<file path="src/rtl/prci_tl_arbiter.sv">
// Two-client round-robin arbiter in front of a PRCI TileLink acquire/grant port.
// An order FIFO of source ids sends each in-order grant back to the client that issued the matching acquire.
module prci_tl_arbiter #(
    parameter int OUTSTANDING = 4
) (
    input  logic                             clk,
    input  logic                             reset,
    input  logic                             c0_acq_valid,
    output logic                             c0_acq_ready,
    input  logic [110:0]                     c0_acq_bits,
    input  logic                             c1_acq_valid,
    output logic                             c1_acq_ready,
    input  logic [110:0]                     c1_acq_bits,
    output logic                             m_acq_valid,
    input  logic                             m_acq_ready,
    output logic [110:0]                     m_acq_bits,
    input  logic                             m_gnt_valid,
    output logic                             m_gnt_ready,
    input  logic [74:0]                      m_gnt_bits,
    output logic                             c0_gnt_valid,
    input  logic                             c0_gnt_ready,
    output logic [74:0]                      c0_gnt_bits,
    output logic                             c1_gnt_valid,
    input  logic                             c1_gnt_ready,
    output logic [74:0]                      c1_gnt_bits,
    output logic [$clog2(OUTSTANDING):0]     outstanding,
    output logic                             err
);
    localparam int PW = $clog2(OUTSTANDING);
    localparam int CW = PW + 1;
    localparam logic [CW-1:0] FULL_CNT = CW'(OUTSTANDING);

    logic            rr;
    logic            lock;
    logic            lock_sel;
    logic            win;
    logic            win_valid;
    logic            full;
    logic            empty;
    logic            head;
    logic            push;
    logic            pop;
    logic [PW-1:0]   wptr;
    logic [PW-1:0]   rptr;
    logic [CW-1:0]   count;
    logic            order_mem [OUTSTANDING];

    assign full  = (count == FULL_CNT);
    assign empty = (count == '0);
    assign head  = order_mem[rptr];

    // A stalled winner stays locked so the presented beat never changes under backpressure.
    always_comb begin
        win = 1'b0;
        if (lock)
            win = lock_sel;
        else if (c0_acq_valid && c1_acq_valid)
            win = rr;
        else
            win = c1_acq_valid;
    end

    assign win_valid    = win ? c1_acq_valid : c0_acq_valid;
    assign m_acq_valid  = win_valid && !full;
    assign m_acq_bits   = win ? c1_acq_bits : c0_acq_bits;
    assign c0_acq_ready = !win && !full && m_acq_ready;
    assign c1_acq_ready =  win && !full && m_acq_ready;

    assign c0_gnt_valid = m_gnt_valid && !empty && !head;
    assign c1_gnt_valid = m_gnt_valid && !empty &&  head;
    assign m_gnt_ready  = !empty && (head ? c1_gnt_ready : c0_gnt_ready);
    assign c0_gnt_bits  = m_gnt_bits;
    assign c1_gnt_bits  = m_gnt_bits;

    assign push = m_acq_valid && m_acq_ready;
    assign pop  = m_gnt_valid && m_gnt_ready;

    always_ff @(posedge clk) begin
        if (reset) begin
            rr       <= 1'b0;
            lock     <= 1'b0;
            lock_sel <= 1'b0;
            wptr     <= '0;
            rptr     <= '0;
            count    <= '0;
            err      <= 1'b0;
        end else begin
            if (push) begin
                rr   <= !win;
                lock <= 1'b0;
                wptr <= wptr + PW'(1);
            end else if (m_acq_valid) begin
                lock     <= 1'b1;
                lock_sel <= win;
            end
            if (pop)
                rptr <= rptr + PW'(1);
            if (push && !pop)
                count <= count + CW'(1);
            else if (pop && !push)
                count <= count - CW'(1);
            if (m_gnt_valid && empty)
                err <= 1'b1;
        end
    end

    // Entries need no reset: the count and pointers alone define what is valid.
    always_ff @(posedge clk) begin
        if (push)
            order_mem[wptr] <= win;
    end

    assign outstanding = count;
endmodule
</file>
<file path="config.mk">
export PLATFORM = sky130hd
export DESIGN_NAME = prci_tl_arbiter
export DESIGN_NICKNAME = d
export VERILOG_FILES = /design/src/rtl/prci_tl_arbiter.sv
export SDC_FILE = /design/constraint.sdc
export NUM_CORES = 1
export LEC_CHECK = 0
export CAP_MARGIN = 20
export CORE_AREA = 4 4 222 224
export DETAILED_ROUTE_END_ITERATION = 12
export DIE_AREA = 0 0 226 228
export SLEW_MARGIN = 15
export SYNTH_ARGS = -nofsm -noshare
export SYNTH_HDL_FRONTEND = slang
export SYNTH_SLANG_ARGS = --single-unit
</file>
<file path="constraint.sdc">
create_clock -name clk -period 6.7 [get_ports clk]
set_clock_uncertainty 0.05 [all_clocks]
set_input_delay 1.34 -clock clk [delete_from_list [all_inputs] [get_ports clk]]
set_output_delay 1.34 -clock clk [all_outputs]
set_load 0.01 [all_outputs]
</file>
# After elaboration in Yosys (flattened, before gate mapping)
# Memories as Yosys holds them, arrays and structs flattened. A register that Yosys moved wholly into a read port is not among the register bits.
# Index checks and enable logic that the tools add are counted.
[totals]
mem_bits_rw = 4
n_memories = 1
wordCells = 50
register_bits = 11
input_bits = 305
output_inout_bits = 271
[mem_list]
columns = ["name", "words", "width", "read_ports", "rd_ports_with_merged_regs", "wr", "line_no", "text"]
rows = [
  ["order_mem", 4, 1, 1, 1, 1, "46", "logic order_mem [OUTSTANDING];"],
]
[op_classes]
reduce_logical = 25
bitwise = 1
add_sub_neg = 4
mux = 11
eq_ne = 1
[ops]
columns = ["operator", "count"]
rows = [
  ["$mux 111", 1],
  ["$logic_and 1x1->1", 15],
  ["$logic_not 1->1", 6],
  ["$mux 1", 6],
  ["$mux 3", 2],
  ["$add 2x1->2 const B", 2],
  ["$mux 2", 2],
  ["$add 3x1->3 const B", 1],
  ["$eq 3x3->1 const B", 1],
  ["$logic_not 3->1", 1],
  ["$sub 3x1->3 const B", 1],
  ["$reduce_and 2->1", 1],
  ["$reduce_bool 2->1", 1],
  ["$reduce_or 2->1", 1],
  ["$not 1->1", 1],
]

# Logic depth before layout (Yosys ltp)
[depth]
word_depth = 10
ltp_mapped = 9
mapped_depth_nobuf = 9

# Worst setup path before layout
# OpenSTA, ideal clock, no wires.
[synth_timing]
path_kind = "input-to-output"
from = "input c0_acq_valid"
to = "output m_acq_bits[88]"
path_buffers = 2
arrival_time_ns = 2.569
path_slack_ns = 2.741
stages = 5
t_required_ns = 5.310
cell_sequence = "nor2b_1 -> o31ai_4 -> buf_2 -> buf_2 -> mux2_2"
[synth_between]
elab_chain_len = 4
[synth_rtl]
columns = ["element", "line_no", "text"]
rows = [
  ["start: declaration", "8", "input logic c0_acq_valid,"],
  ["$logic_and 1x1->1", "57", "else if (c0_acq_valid && c1_acq_valid)"],
  ["$mux 1", "57", ""],
  ["$mux 1", "55", "if (lock)"],
  ["net win", "36", "logic win;"],
  ["$mux 111", "65", "assign m_acq_bits = win ? c1_acq_bits : c0_acq_bits;"],
  ["end: declaration", "16", "output logic [110:0] m_acq_bits,"],
]
# The timed path passes the listed nets, and every way through them passes these cells.

# Worst setup path in the final report
[layout_timing]
from = "input c1_acq_valid"
to = "output m_acq_bits[40]"
[layout_between]
elab_chain_len = 4
[layout_rtl]
columns = ["element", "line_no", "text"]
rows = [
  ["start: declaration", "11", "input logic c1_acq_valid,"],
  ["$logic_and 1x1->1", "57", ""],
  ["$mux 1 (*)", "57", ""],
  ["$mux 1 (*)", "55", ""],
  ["$mux 111 (*)", "65", ""],
]
# Every way passes the cells marked *; elsewhere a longest branch is shown, timed or not.

==> run_results.csv <==
group,metric,value,unit
status,run_status,"completed",
placed_design,io_buffers,350,
clock_tree,cts_tree,"built",
synthesis,ys_seq_area_share,11.52,%
run,drv_cap,0,
setup_path,crit_type,"in -> out",
die,dieArea,51530,sq um
sta,fmax,192.8,MHz
sta,setup_viol,0,
synthesis,synth_warnings,0,
pwr,intPower,0.7036,mW
synthesis,synthesis.nets,666,
synthesis,synth.avg_cell_area,9.305,sq um
synthesis,yosys.cell_types.count,29,
sta,maxSlewViolCount,0,
setup_path,worstPathMaxFanout,118,
clock_tree,cts.clk_slew.worst_paths,0.06,ns
die,fp-row-count,80,
clock_tree,clk_latency,0.25,ns
setup_path,r2r-start,"order_mem[3]$_DFFE_PP_",
placed_design,place_congestion,0.8627,
finish,final_util,13.71,%
placed_design,dp_cells,1159,
clock_tree,cts-resized-gates,0,
sta,tns,0,ns
die,ios,576,
setup_path,critPathLaunchType,"input pin",
sta,relSlewSlack,38.66,%
detailed_routing,drt_wl_total,14.32,mm
pwr,clkPwrFrac,11.7,%
sta,final.period_utilization,77.40,%
clock_tree,numCtsBuffers,3,
die,initial_core_util,6.977,%
grt,grt_pass1_vias,3450,
pwr,power,1.059,mW
die,die_h,228,microns
clock_tree,root_buffer,"clkbuf_16",
finish,final_layout_size_suffix_gt1_share,22.99,%
pwr,p_leak,2.162,nW
placed_design,place_hpwl,12.42,mm
finish,final_cells,1164,
hold_path,hold_class,"reg -> reg",
die,die_x,226,microns
hold_path,hp-start,"err$_SDFFE_PP0P_",
setup_path,cp.arrival,3.80,ns
hold_path,min_path_cells,2,
synthesis,ys_seq_elements,17,
detailed_routing,vias_per_cell,2.717,
synthesis,syn_area,3303,sq um
die,fp.coreArea,47350,sq um
detailed_routing,drc,0,
detailed_routing,first_pass_iters,4,
grt,grt_pass1_wl,19.48,mm
clock_tree,clockBufferDepth,2,
setup_path,ff2ff_setup_slack,3.90,ns
hold_path,hold-path-endpoint,"err$_SDFFE_PP0P_",
pwr,ir_worst_vdd,95.01,uV
sta,rsz0062_at_grt,"false",
pwr,pwr-share-seq,14.5,%
pwr,p_comb_share,73.9,%
pwr,power.density,163.2,nW/um^2
grt,track_usage,4.776,%
synthesis,synthCells,355,
pwr,power.switching,0.3555,mW
detailed_routing,drtIter0Drc,83,
grt,grt_max_degree,119,
finish,fin_nets,860,
detailed_routing,wire_per_inst,12.30,microns
setup_path,crit_required,5.31,ns
finish,n_fill_cell,5350,
grt,gr-total-overflow,0,
sta,worst_pin_slew,0.9181,ns
setup_path,endpoint_kind,"output pin",
detailed_routing,vias,3163,
grt,antenna_found_initial,1,
setup_path,rr_endpoint,"outstanding[2]$_SDFFE_PP0P_",
pwr,switching_share,33.57,%
clock_tree,cts_setup_buffers,0,
clock_tree,hold_buffers,0,
sta,post-route-min-period,5.186,ns
clock_tree,cts_sinks,17,
sta,hold_violations,0,
finish,area_growth,96.52,%
setup_path,reg2reg_depth,9,
clock_tree,cts_htree_levels,1,
detailed_routing,ant_nets,0,
==> cell type report <==
| type | count | area [sq um] | area share [%] |
|---|---|---|---|
| repair buffers | 352 | 3531 | 54.39 |
| well taps | 615 | 769.5 | 11.85 |
| diodes | 1 | 2.502 | 0.03855 |
| multi-input cells | 168 | 1699 | 26.18 |
| flip-flops and latches | 17 | 380.4 | 5.860 |
| clock inverters | 1 | 7.507 | 0.1157 |
| clock buffers | 3 | 75.07 | 1.157 |
| inverters | 7 | 26.28 | 0.4048 |
==> per-layer routing <==
| layer | part of all wire [%] | global-route usage (%) | vias to the layer above |
|---|---|---|---|
| met1 | 36 | 4.890 | 1351 |
| met4 | 1.5 | 0.9954 | 2 |
| met5 | 0.091 | 1.328 | - |
| li1 | - | - | 1436 |
| met2 | 43 | 7.655 | 363 |
| met3 | 19 | 3.664 | 11 |
==> power by group through the flow <==
stage          Clock [mW]  Sequential (mW)  Combinational (mW)
3_5_place_dp            0            0.155               0.790
3_3_place_gp            0            0.155               0.781
5_1_grt             0.132            0.157               0.835
4_1_cts             0.129            0.153               0.796
2_1_floorplan           0            0.156               0.444
6_report            0.124            0.153               0.782
==> cells in the mapped netlist <==
| cell type | n | area [sq um] |
|---|---|---|
| inv_1 | 7 | 26.28 |
| buf_4 | 153 | 1149 |
| xnor2_1 | 1 | 8.760 |
| o21ai_0 | 2 | 10.01 |
| a21oi_1 | 6 | 30.03 |
| fa_1 | 1 | 20.02 |
| xor2_1 | 2 | 17.52 |
| or3_1 | 2 | 12.51 |
| o31ai_4 | 1 | 21.27 |
| ha_1 | 5 | 62.56 |
| buf_2 | 9 | 45.04 |
| a2111oi_4 | 1 | 27.53 |
| or2_2 | 1 | 6.260 |
| edfxtp_1 | 4 | 120.1 |
| mux4_2 | 1 | 22.52 |
| a211oi_1 | 1 | 7.510 |
| clkbuf_1 | 1 | 3.750 |
| mux2i_1 | 4 | 40.04 |
| nor2_1 | 11 | 41.29 |
| and2_2 | 4 | 30.03 |
| o31ai_1 | 1 | 7.510 |
| nor3_1 | 3 | 15.01 |
| mux2_2 | 112 | 1261 |
| nand2_1 | 1 | 3.750 |
| nor3b_1 | 2 | 15.01 |
| or4_1 | 1 | 7.510 |
| nand2b_1 | 2 | 12.51 |
| dfxtp_1 | 13 | 260.3 |
| nor2b_1 | 3 | 18.77 |
==> critical path, cell delays in order <==
cell and delay (ns):
clkdlybuf4s50_1 0.51, inv_1 0.08, o31ai_4 0.28, buf_12 0.42, mux2_2 0.45, clkdlybuf4s50_1 0.48
==> how the worst max path moves through the flow <==
stage	from	to	slack, ns
CTS	c0_acq_valid	m_acq_bits[35]	1.52
detailed placement	c0_acq_valid	m_acq_bits[35]	1.52
floorplan	c0_acq_valid	m_acq_bits[88]	2.74
global placement	c1_acq_valid	m_acq_bits[54]	1.53
global route	c1_acq_valid	m_acq_bits[54]	1.42
finish	c1_acq_valid	m_acq_bits[40]	1.51
==> cells by family (layout without fill, tap and decap cells) <==
family          count (synthesis)  after routing  share of synthesized area, %
flops                          17             17                         11.52
fa+ha+maj                       6              6                         2.500
compound gates                 12             12                         3.144
simple gates                   30             30                         4.924
mux                           117            117                         40.08
other cells                     0              1                             0
xor+xnor                        3              3                        0.7956
buf+inv                       170            363                         37.05
==> cells in the final DEF (no fill, tap or decap), drive strengths merged, types with 2 or more instances in the layout <==
| cell | netlist | routed |
|---|---|---|
| clkbuf | 1 | 3 |
| xor2 | 2 | 2 |
| o31ai | 2 | 2 |
| nor3b | 2 | 2 |
| mux2 | 112 | 112 |
| dfxtp | 13 | 13 |
| a21oi | 6 | 6 |
| buf | 162 | 2 |
| o21ai | 2 | 2 |
| and2 | 4 | 4 |
| edfxtp | 4 | 4 |
| nor2 | 11 | 11 |
| mux2i | 4 | 4 |
| nor3 | 3 | 3 |
| clkdlybuf4s50 | 0 | 350 |
| nand2b | 2 | 2 |
| nor2b | 3 | 3 |
| inv | 7 | 7 |
| or3 | 2 | 2 |
| ha | 5 | 5 |
==> through the flow <==
| stage | setup WS [ns] | hold slack (ns) | instance area (sq um) |
|---|---|---|---|
| after global routing | 1.423 | 0.4696 | 6489 |
| after detailed placement | 1.517 | 0.4080 | 6406 |
| after CTS | 1.516 | 0.4224 | 6489 |
| after global placement | 1.526 | 0.3996 | 6406 |
| final | 1.514 | 0.4163 | 6491 |
| after floorplan | 2.741 | 0.4046 | 3303 |
No activity file was read; power rests on OpenSTA's default activity.
